$ cat src/rtl/arb_pkg.sv
// Shared definitions for the priority arbiter: FSM state encoding and
// arbitration mode selectors.
package arb_pkg;

    // Raw state codes, kept visible so checkers can compare against dbg_state
    localparam logic ST_IDLE  = 1'b0;
    localparam logic ST_GRANT = 1'b1;

    // Arbitration policy selectors for the MODE parameter
    localparam int MODE_FIXED = 0;
    localparam int MODE_RR    = 1;

    typedef enum logic {
        S_IDLE  = ST_IDLE,
        S_GRANT = ST_GRANT
    } arb_state_e;

endpackage

$ cat src/rtl/priority_pick.sv
// Combinational wrap-around priority search. Starting at index 'start' and
// moving downward (start, start-1, ..., 0, N-1, ...), report the first set
// request bit. With start = N-1 this is a plain highest-index-wins encoder.
module priority_pick #(
    parameter int N    = 8,
    parameter int IDXW = $clog2(N)
) (
    input  logic [N-1:0]    req,
    input  logic [IDXW-1:0] start,
    output logic            found,
    output logic [IDXW-1:0] idx
);

    logic [IDXW-1:0] pos;

    // Walk the N candidate positions in priority order; the first hit wins
    always_comb begin
        found = 1'b0;
        idx   = '0;
        pos   = '0;
        for (int k = 0; k < N; k++) begin
            // Positions below zero wrap to the top of the vector. Using
            // start + (N - k) keeps the wrap correct for non power-of-two N.
            if (IDXW'(k) > start) begin
                pos = start + IDXW'(N - k);
            end else begin
                pos = start - IDXW'(k);
            end
            if (!found && req[pos]) begin
                found = 1'b1;
                idx   = pos;
            end
        end
    end

endmodule

$ cat src/rtl/priority_arbiter.sv
// Registered N-way arbiter. A grant, once issued, is held until the holder
// pulses done or drops its request; there is always one idle cycle between
// grants. MODE selects fixed priority (highest index wins) or round-robin
// (the previous holder gets the lowest priority on the next search).
//
// Handshake: req[i] is a level request; gnt/gnt_idx/gnt_valid are registered
// and appear one clock after the winning request is seen in IDLE. The grant
// is released on the first edge where done is high or req[gnt_idx] is low.
// done outside a grant has no effect. dbg_state and dbg_last expose the FSM
// state and the round-robin pointer for observation.
module priority_arbiter
    import arb_pkg::*;
#(
    parameter int N    = 8,
    parameter int MODE = MODE_FIXED,
    parameter int IDXW = $clog2(N)
) (
    input  logic            clk,
    input  logic            rst_n,
    input  logic [N-1:0]    req,
    input  logic            done,
    output logic [N-1:0]    gnt,
    output logic [IDXW-1:0] gnt_idx,
    output logic            gnt_valid,
    output logic            any_req,
    output logic            dbg_state,
    output logic [IDXW-1:0] dbg_last
);

    localparam logic [IDXW-1:0] TOP_IDX = IDXW'(N - 1);

    arb_state_e      state;
    logic [IDXW-1:0] last;
    logic [IDXW-1:0] start;
    logic            pick_found;
    logic [IDXW-1:0] pick_idx;
    logic [N-1:0]    pick_oh;
    logic            release_now;

    assign any_req     = |req;
    assign pick_oh     = N'(1) << pick_idx;
    assign release_now = done | ~req[gnt_idx];
    assign dbg_state   = state;
    assign dbg_last    = last;

    // Search start: fixed mode always scans from the top; round-robin starts
    // just below the previous holder so that holder is considered last.
    always_comb begin
        start = TOP_IDX;
        if (MODE == MODE_RR) begin
            start = (last == '0) ? TOP_IDX : (last - IDXW'(1));
        end
    end

    priority_pick #(
        .N    (N),
        .IDXW (IDXW)
    ) u_pick (
        .req   (req),
        .start (start),
        .found (pick_found),
        .idx   (pick_idx)
    );

    // Grant FSM with registered outputs and the round-robin pointer
    always_ff @(posedge clk or negedge rst_n) begin
        if (!rst_n) begin
            state     <= S_IDLE;
            gnt       <= '0;
            gnt_idx   <= '0;
            gnt_valid <= 1'b0;
            last      <= '0;
        end else begin
            case (state)
                S_IDLE: begin
                    if (pick_found) begin
                        gnt       <= pick_oh;
                        gnt_idx   <= pick_idx;
                        gnt_valid <= 1'b1;
                        state     <= S_GRANT;
                    end
                end
                S_GRANT: begin
                    // Grant is frozen; new requests never pre-empt it
                    if (release_now) begin
                        gnt       <= '0;
                        gnt_idx   <= '0;
                        gnt_valid <= 1'b0;
                        last      <= gnt_idx;
                        state     <= S_IDLE;
                    end
                end
                default: begin
                    state <= S_IDLE;
                end
            endcase
        end
    end

    // Grant integrity: never multi-hot, valid mirrors a non-zero grant, and
    // the index always points at the asserted grant bit.
    a_gnt_onehot: assert property (@(posedge clk) disable iff (!rst_n)
        $onehot0(gnt));
    a_gnt_valid: assert property (@(posedge clk) disable iff (!rst_n)
        gnt_valid == (gnt != '0));
    a_gnt_idx: assert property (@(posedge clk) disable iff (!rst_n)
        gnt_valid |-> gnt[gnt_idx]);

endmodule

$ cat config.mk
export PLATFORM = sky130hd
export DESIGN_NAME = priority_arbiter
export DESIGN_NICKNAME = d
export VERILOG_FILES = /design/src/rtl/arb_pkg.sv /design/src/rtl/priority_pick.sv /design/src/rtl/priority_arbiter.sv
export SDC_FILE = /design/constraint.sdc
export NUM_CORES = 1
export LEC_CHECK = 0
export CELL_PAD_IN_SITES_DETAIL_PLACEMENT = 2
export CELL_PAD_IN_SITES_GLOBAL_PLACEMENT = 2
export CORE_UTILIZATION = 34
export CTS_CLUSTER_SIZE = 28
export DETAILED_ROUTE_END_ITERATION = 16
export GPL_TIMING_DRIVEN = 0
export PLACE_DENSITY_LB_ADDON = 0.1
export RECOVER_POWER = 100
export SYNTH_ARGS = -nofsm -noshare
export SYNTH_HDL_FRONTEND = slang
export SYNTH_HIERARCHICAL = 1
export SYNTH_SLANG_ARGS = --single-unit
$ cat constraint.sdc
create_clock -name clk -period 2.3 [get_ports clk]
set_input_delay 0.575 -clock clk [delete_from_list [all_inputs] [get_ports clk]]
set_output_delay 0.575 -clock clk [all_outputs]
set_load 0.05 [all_outputs]
==> results.py <==
metrics = {
    "floorplanning": {
        "std_cell_rows": 25,
        "die_area_sq_um": 5400,
        "die_w_um": 73.5,
        "ios": 28,
        "core_sq_um": 4820,
        "fp.dieH_um": 73.5,
        "start_util": 0.361,
    },
    "cells_and_area": {
        "drive_gt1_frac": 0.488,
        "fillers": 479,
        "final_common_cell": "buf_4",
        "final_nets": 259,
        "layout_common_cells": "30 x buf_4, 17 x clkdlybuf4s50_1, 16 x dfrtp_1",
        "synthToLayoutAreaGrowth_pct": 59.5,
        "insertedDiodeCount": 0,
    },
    "sta": {
        "fin_crit_ns": 2.90,
        "holdWs_ns": 0.517,
        "drv_slew": 0,
        "max-slew-margin-rel": 0.505,
        "tightestPinTransition_ns": 0.740,
        "setup_violations": 14,
        "finClkSkew_ns": 0.000529,
        "fmax_ghz": 0.345,
        "fin_crit_sh": 1.26,
        "setup_ws_ns": -0.596,
        "grt_setup_unrepaired": "true",
        "finalHoldViolCount": 0,
    },
    "worst_setup_path": {
        "r2r-end": "dbg_last[1]$_DFFE_PN0P_",
        "critPathSlowestCell": "mux4_2",
        "path_max_fanout": 6,
        "cpPeakStageDelay_ns": 0.53,
        "crit_family": "simple AND/OR/NAND/NOR gates",
        "start_kind": "input pin",
        "crit_path_end": "gnt[7]$_DFFE_PN0P_",
        "crit_type": "input pin to flop",
        "required_ns": 2.49,
        "worstSetupStartpoint": "req[6]",
        "worstSetupEndpointType": "flop",
        "crit_chain": "buf_12, mux4_2, mux2i_4, nand2_1, a31oi_2, nand2_1, and3_1, o21ai_4, nand2_2, or3_4, a21oi_2",
        "r2r-start": "gnt_idx[0]$_DFFE_PN0P_",
        "r2r_cells": 4,
        "reg2reg_slack_ns": 0.12,
        "critPathBufInv": 1,
        "cpMostUsedCell": "nand2_1",
        "crit_arrival_ns": 3.08,
        "crit_cells": 11,
    },
    "clock_network": {
        "numCtsBuffers": 3,
        "cts_buffer_depth": 2,
        "clk_pin_slew_worst_paths_ns": 0.06,
        "cts_sinks": 16,
        "insertion_delay_ns": 0.25,
        "htree_levels": 1,
        "cts_tree": "done",
        "cts-root-buf": "clkbuf_8",
        "cts.hold.buffers_added": 0,
    },
    "pwr": {
        "p_leak_nw": 1.15,
        "pwr-share-seq": 0.191,
        "ir_drop_mv": 0.708,
        "combPwrFrac": 0.706,
        "swShare": 0.495,
        "totalPowerFinal_w": 0.00244,
        "power.switching_w": 0.00121,
        "p_per_area_nw_per_um2": 882,
        "p_clk_frac": 0.103,
        "p_int_w": 0.00123,
    },
    "route": {
        "routed_wl_mm": 8.46,
        "drtPass1Iterations": 4,
        "drtIter0Drc": 66,
        "drtAntennaViolNets": 0,
        "wl_per_cell_um": 27.4,
        "viasPerCell": 5.91,
        "vias": 1825,
        "drc_errors": 0,
    },
    "logic_synthesis": {
        "yosys_warnings": 6,
        "syn-instance-count": 170,
        "synth-edff-count": 0,
        "ys_ff_latch": 16,
        "avgSynthCellArea_sq_um": 10.2,
        "synth_area_sq_um": 1740,
        "ys.flop_type": "dfrtp_1",
        "ys_types": 52,
        "async_reset_ff_frac": 1.00,
        "yosysSeqAreaShare": 0.231,
    },
    "grt": {
        "grt_usage": 0.305,
        "overflow": 0,
        "grt_pass1_vias": 2056,
        "grt_max_degree": 17,
        "antenna_found_initial": 0,
        "grt_pass1_wl_mm": 11.9,
    },
    "job": {
        "max-cap-violations": 0,
    },
    "status": {
        "violations": "negative setup slack",
        "status": "complete, but fails checks",
    },
    "hold_path": {
        "hp-class": "flop to flop",
    },
    "placement": {
        "hpwl_mm": 4.13,
        "place.gp.congestion": 0.801,
        "portBuffers": 27,
    },
}
==> sequential cells by signal, indices dropped and copies added (netlist names) <==
name       cells
dbg_last       3
dbg_state      1
gnt            8
gnt_idx        3
gnt_valid      1
==> worst min-delay path by stage <==
stage	startpoint	endpoint	slack, ns	depth (start not counted)
global route	dbg_last[0]$_DFFE_PN0P_	dbg_last[0]$_DFFE_PN0P_	0.54	1
finish	dbg_last[0]$_DFFE_PN0P_	dbg_last[0]$_DFFE_PN0P_	0.52	1
detailed placement	gnt[2]$_DFFE_PN0P_	gnt[2]$_DFFE_PN0P_	0.51	1
CTS	gnt[2]$_DFFE_PN0P_	gnt[2]$_DFFE_PN0P_	0.53	1
floorplan	rst_n	dbg_last[0]$_DFFE_PN0P_	0.28	0
global placement	gnt_valid$_DFFE_PN0P_	gnt_valid$_DFFE_PN0P_	0.49	2
==> metrics by stage <==
stage	utilization	area [sq um]	worst slack (ns)	std cells	TNS, ns
global placement	0.449	2160	-1.48	272	-16.70
finish	0.575	2770	-0.596	309	-5.49
CTS	0.543	2620	-0.528	303	-4.17
detailed placement	0.449	2160	-1.53	272	-17.97
floorplan	-	1810	-0.403	178	-2.52
global route	0.575	2770	-0.695	309	-6.63
==> final cells by class <==
cell class	instances	area, sq um	share of cell area
Inverter	7	26.3	0.00949
Tap cell	67	83.8	0.0303
Clock buffer	4	55.1	0.0199
Multi-Input combinational cell	149	1590	0.572
Sequential cell	16	400	0.145
Buffer	6	63.8	0.0230
Timing Repair Buffer	60	556	0.201
==> per-layer routing <==
metal	wire, um	up-vias	track usage	part of all wire
li1	-	791	-	-
met1	3290	934	0.348	0.39
met2	4460	66	0.568	0.53
met3	266	34	0.0274	0.031
met4	439	0	0.143	0.052
met5	0	-	0	0
==> cells in the mapped netlist, types with 2 or more instances <==
| library cell | instances | area [sq um] |
|---|---|---|
| a211oi_1 | 3 | 22.5 |
| a21oi_1 | 9 | 45.0 |
| a2bb2oi_1 | 2 | 17.5 |
| a311oi_1 | 2 | 17.5 |
| a31oi_1 | 2 | 12.5 |
| a32oi_1 | 4 | 35.0 |
| and2b_1 | 2 | 15.0 |
| buf_6 | 3 | 33.8 |
| dfrtp_1 | 16 | 400 |
| ha_1 | 5 | 62.6 |
| inv_1 | 7 | 26.3 |
| mux2_2 | 2 | 22.5 |
| mux2_4 | 2 | 30.0 |
| mux2i_1 | 9 | 90.1 |
| mux4_1 | 3 | 78.8 |
| mux4_2 | 13 | 293 |
| nand2_1 | 15 | 56.3 |
| nand2b_1 | 2 | 12.5 |
| nand3_1 | 2 | 10.0 |
| nor2_1 | 20 | 75.1 |
| nor2b_1 | 3 | 18.8 |
| nor3_1 | 4 | 20.0 |
| nor4_1 | 2 | 12.5 |
| o21ai_0 | 2 | 10.0 |
| o21ai_1 | 2 | 10.0 |
| o21bai_1 | 2 | 15.0 |
| o2bb2ai_1 | 5 | 43.8 |
| or2_1 | 2 | 12.5 |
| or2b_1 | 2 | 15.0 |
==> cells by family after synthesis <==
group / after synthesis / synth area share
other: 1 / 0.00216
adder cells (fa/ha/maj): 5 / 0.0360
multiplexers: 30 / 0.304
buffers and inverters: 13 / 0.0475
XOR/XNOR: 2 / 0.0144
AND/OR/NAND/NOR: 64 / 0.195
flip-flops: 16 / 0.231
AO/OA/AOI/OAI: 39 / 0.171
==> power by group through the flow <==
stage	sequential (W)	clock (W)	combinational, W
2_1_floorplan	0.000752	0	0.000615
3_3_place_gp	0.000452	0	0.00125
3_5_place_dp	0.000459	0	0.00129
4_1_cts	0.000458	0.000261	0.00154
5_1_grt	0.000476	0.000273	0.00180
6_report	0.000466	0.000251	0.00173
==> timing repair <==
item / 4_1_cts / 5_1_grt
resized for setup: 85 / 22
setup buffers: 27 / 6
endpoints found under the setup margin: 16 / 14
pin swaps: 25 / 20
Note: power is estimated with default switching activity, not from simulation.
==> RTL edit 1: new RTL, same settings <==
`N` is set to 8 in 2 places; all go to 16.
--- a/src/rtl/priority_pick.sv
+++ b/src/rtl/priority_pick.sv
@@ -4,3 +4,3 @@
 module priority_pick #(
-    parameter int N    = 8,
+    parameter int N    = 16,
     parameter int IDXW = $clog2(N)
--- a/src/rtl/priority_arbiter.sv
+++ b/src/rtl/priority_arbiter.sv
@@ -13,3 +13,3 @@
 #(
-    parameter int N    = 8,
+    parameter int N    = 16,
     parameter int MODE = MODE_FIXED,
Ports: changed (resized dbg_last, gnt, gnt_idx and req); port bits go from 28 to 46. The function was not compared with the original's and may differ.
==> RTL edit 1 against the unedited design <==
  * The flow still finishes with violations (negative setup slack)
  * Sequential cell count increased by 10
  * Routed wire length increased by 95%
  * Synthesized area up 90%
  * Register-to-register slack gained 0.14 ns
  * Setup slack lost 0.91 ns
  * Final area increased by 79%
  * First-iteration DRC count grew to 3.8 times the old value
  * Count of clock-buffer cells in the layout shrank 1
  * Die area increased by 88%
  * Critical endpoint is now gnt[6]
  * Clock skew rose by 0.012 ns
  * Power is 63% higher
  * Maximum frequency down 24%
  * Hold slack got worse by 0.028 ns
==> RTL edit 1: results (changes against the unedited design) <==
GRT
  • GRT Total Usage: 29.2% (was 30.5%)
  • Largest net degree at the start of global routing: 27 (was 17)
  • First-pass GRT wire length: 22.7 mm (was 11.9 mm)
  • Vias in the first global route: 4004 (was 2056)
  • Initial antenna violation count: 0 (unchanged)

Synthesis
  • Top cells by area, synth: mux4_2 (20%), dfrtp_1 (20%), mux2i_1 (7.6%) (was dfrtp_1 (23%), mux4_2 (17%), mux2i_1 (5.2%))
  • Count leader, synth: nor2_1 (unchanged)
  • Post-synth EDFFs: 0 (unchanged)
  • Top cell type's share of synthesized area: 19.8% (was 23.1%)
  • Post-synthesis sequential area ratio: 19.7% (was 23.1%)
  • Top cell types by occurrence after synthesis: nor2_1 (35), mux4_2 (29), nand2_1 (27) (was nor2_1 (20), dfrtp_1 (16), nand2_1 (15))
  • Synth cell types: 64 (was 52)
  • Dominant cell type by area after synthesis: mux4_2 (was dfrtp_1)

Route
  • Routed met2 length: 8.62 mm (was 4.46 mm)
  • Max Used Layer: met4 (unchanged)
  • Initial DRC Count: 248 (was 66)
  • Routed vias/inst: 6.27 (was 5.91)
  • Metal3 WL: 844 µm (was 266 µm)
  • DRT met1 WL: 6.49 mm (was 3.29 mm)
  • WL/cell: 27.6 µm (was 27.4 µm)

CTS
  • Clk Latency, worst-skew pair: 0.29 ns (was 0.25 ns)
  • TritonCTS buffer count: 3 (unchanged)
  • Clock H-tree levels: 1 (unchanged)
  • Clock-pin slew on the worst setup and hold paths: 0.11 ns (was 0.06 ns)

STA
  • Final setup violation count: 22 (was 14)
  • Setup TNS: -29.71 ns (was -5.49 ns)
  • Worst-Margin Slew: 1.24 ns (was 0.740 ns)
  • Clk_skew: 0.0122 ns (was 0.000529 ns)
  • Fin worst setup slack: -1.50 ns (was -0.596 ns)

Power
  • Leak pwr: 2.09 nW (was 1.15 nW)
  • VDD IR-drop max: 0.631 mV (was 0.708 mV)

Setup path
  • Worst EP arrival: 4.03 ns (was 3.08 ns)
  • Crit-path max FO: 4 (was 6)
  • Max stage delay on crit path: 0.56 ns (was 0.53 ns)
  • Top delay family on crit path: multiplexers (was simple AND/OR/NAND/NOR gates)

Outcome
  • Outcome: finished, violations left (unchanged)
  • Failing checks: negative setup slack (unchanged)

Final layout
  • Share of cells above drive strength 1: 37.2% (was 48.8%)
  • Final #Nets: 497 (was 259)
  • Largest register FFs: 16 (was 8)
  • Fillers: 976 (was 479)
  • Antenna Cells: 0 (unchanged)

Placed design
  • Routability-driven placement congestion ratio: 0.865 (was 0.801)
  • Buffers on Ports: 45 (was 27)
  • Detailed Place HPWL: 9.34 mm (was 4.13 mm)
==> RTL edit 1: changes by cell type after synthesis, sizes merged, moves of 7 or more <==
cell and delta:
a21oi +10, dfrtp +10, mux2i +15, mux4 +13
nand2 +12, nand2b +8, nand3 +7, nor2 +15
o22ai +8, o2bb2ai +7, xnor2 +8
==> RTL edit 1: power by group <==
group | switching (W) | internal [W]
combinational | 0.00175 | 0.00113
clock | 0.000168 | 0.000234
sequential | 0.000133 | 0.000572
total | 0.00205 | 0.00194
==> RTL edit 1: final cells by class <==
class                           count  area [µm²]  area share, %
Sequential cell                    26         651           13.2
Inverter                           12        45.0          0.911
Timing Repair Buffer              103         950           19.2
Tap cell                          129         161           3.26
Multi-Input combinational cell    306        2960           59.8
Clock inverter                      1        30.0          0.607
Buffer                             17         109           2.20
Clock buffer                        3        41.3          0.835
==> RTL edit 1: worst paths after layout <==
kind / start / to / slack, ns / depth (start not counted)
max: req[13] / gnt[6] / -1.50 / 15
max in group asynchronous: rst_n / gnt_idx[1] / 0.57 / 1
max reg2reg: gnt_idx[0] / dbg_last[2] / 0.26 / 6
min in group asynchronous: rst_n / gnt[13] / 0.99 / 1
min: gnt[9] / gnt[9] / 0.49 / 1
min reg2reg: gnt[9] / gnt[9] / 0.49 / 1
==> RTL edit 1: stage by stage <==
stage,instance area (µm²),setup slack [ns],instances
2_1_floorplan,3420,-1.27,362
3_3_place_gp,4040,-2.55,536
3_5_place_dp,4040,-2.62,536
4_1_cts,4670,-1.22,582
5_1_grt,4950,-1.62,597
6_report,4950,-1.50,597
==> RTL edit 1: timing repair <==
action,CTS,global route
cloned,0,1
resized for setup,97,34
pin swaps,23,23
endpoints found under the setup margin,27,23
buffers inserted,42,18
endpoints found under the hold margin,0,0
==> RTL edit 1: per-layer routing <==
layer  vias to the layer above  global-route usage, %
li1                       1589                      -
met1                      1964                   36.8
met2                       155                   53.0
met3                        38                   4.09
met4                         0                   6.13
met5                         -                      0
==> RTL edit 1: cell families after synthesis <==
kind of cell             Yosys count  share of synthesized area, %
XOR/XNOR                          11                          2.91
other                              1                         0.113
multiplexers                      62                          30.4
adder cells (fa/ha/maj)            9                          3.41
AO/OA/AOI/OAI                     91                          20.5
buffers and inverters             30                          4.31
flip-flops                        26                          19.7
AND/OR/NAND/NOR                  120                          18.7
==> RTL edit 2: new RTL, same flow settings <==
Made on the original files. Register the output `dbg_last` once more, without a reset; this adds one clock of latency there. The other outputs are not delayed to match.
--- a/src/rtl/priority_arbiter.sv
+++ b/src/rtl/priority_arbiter.sv
@@ -43,3 +43,5 @@
     assign dbg_state   = state;
-    assign dbg_last    = last;
+    always_ff @(posedge clk) begin
+        dbg_last <= last;
+    end
 
Function: changed (a bounded check fails within 4 cycles, from zero or initial values and one cycle with rst_n low).
==> RTL edit 2 against the unedited design <==
  * Synthesized area rose by 4.3%
  * The flow now stops in global routing
  * Synthesized cell count is 6.5% higher
==> RTL edit 2: results (changes against the unedited design) <==
Synthesis
  • Synth cell types: 52 (unchanged)
  • Top cells by area, synth: dfrtp_1 (22%), mux4_2 (16%), mux2i_1 (5.0%) (was dfrtp_1 (23%), mux4_2 (17%), mux2i_1 (5.2%))
  • Flops & latches, synth: 19 (was 16)
  • Top cell types by occurrence after synthesis: nor2_1 (23), nand2_1 (18), dfrtp_1 (16) (was nor2_1 (20), dfrtp_1 (16), nand2_1 (15))
  • Post-synthesis sequential area ratio: 25.4% (was 23.1%)
  • Ys flop type: dfrtp_1 (unchanged)
  • Avg Cell Area, Syn: 10.0 µm² (was 10.2 µm²)
  • Yosys warning count: 6 (unchanged)
  • Async S/R FF share, synth: 84.2% (was 100%)

CTS
  • TritonCTS buffer count: 3 (unchanged)
  • Clock Tree Root: clkbuf_8 (unchanged)
  • Clk buf depth: 2 (unchanged)
  • Clock H-tree levels: 1 (unchanged)

Placed design
  • Dpl cells: 286 (was 272)
  • Routability-driven placement congestion ratio: 0.903 (was 0.801)
  • Buffers on Ports: 27 (unchanged)
  • Detailed Place HPWL: 4.32 mm (was 4.13 mm)

STA
  • Worst_ep grt: gnt[0]$_DFFE_PN0P_/D
  • Kind of the worst endpoint: register input

GRT
  • Largest net degree at the start of global routing: 17
  • Initial antenna violation count: 0

Outcome
  • Outcome: stopped before the end (was finished, violations left)
  • Err: [ERROR DPL-0033] detailed placement checks failed during check placement.
  • Failing step: global routing
RTL edit 2: changes by cell type after synthesis, sizes merged, moves of 3 or more:
cell     delta
dfxtp       +3
nor2b       -3
a32oi       -4
nor2        +3
o2bb2ai     -3
clkbuf      +5
nand2       +3
RTL edit 2: per-stage QoR:
step	TNS [ns]	hold WS (ns)	setup slack [ns]	area, µm²
after floorplan	-2.00	0.279	-0.264	1860
after global placement	-15.93	0.356	-1.26	2220
after detailed placement	-17.51	0.361	-1.36	2220
after CTS	-3.90	0.382	-0.423	2810
RTL edit 2: logic make-up after synthesis:
logic type	Yosys count	share of synthesized area, %
DFF	19	25.4
adders and majority gates	5	3.46
xor gates and xnor gates	2	1.38
and+or+nand+nor	67	18.7
AOI/OAI and AO/OA	39	15.9
buffers and inverters	18	5.74
other	1	0.207
muxes	30	29.2
RTL edit 2: repair_timing:
item / CTS
setup endpoints to repair: 16
resized for setup: 107
pin swaps: 22
cloned: 1
buffers inserted: 33
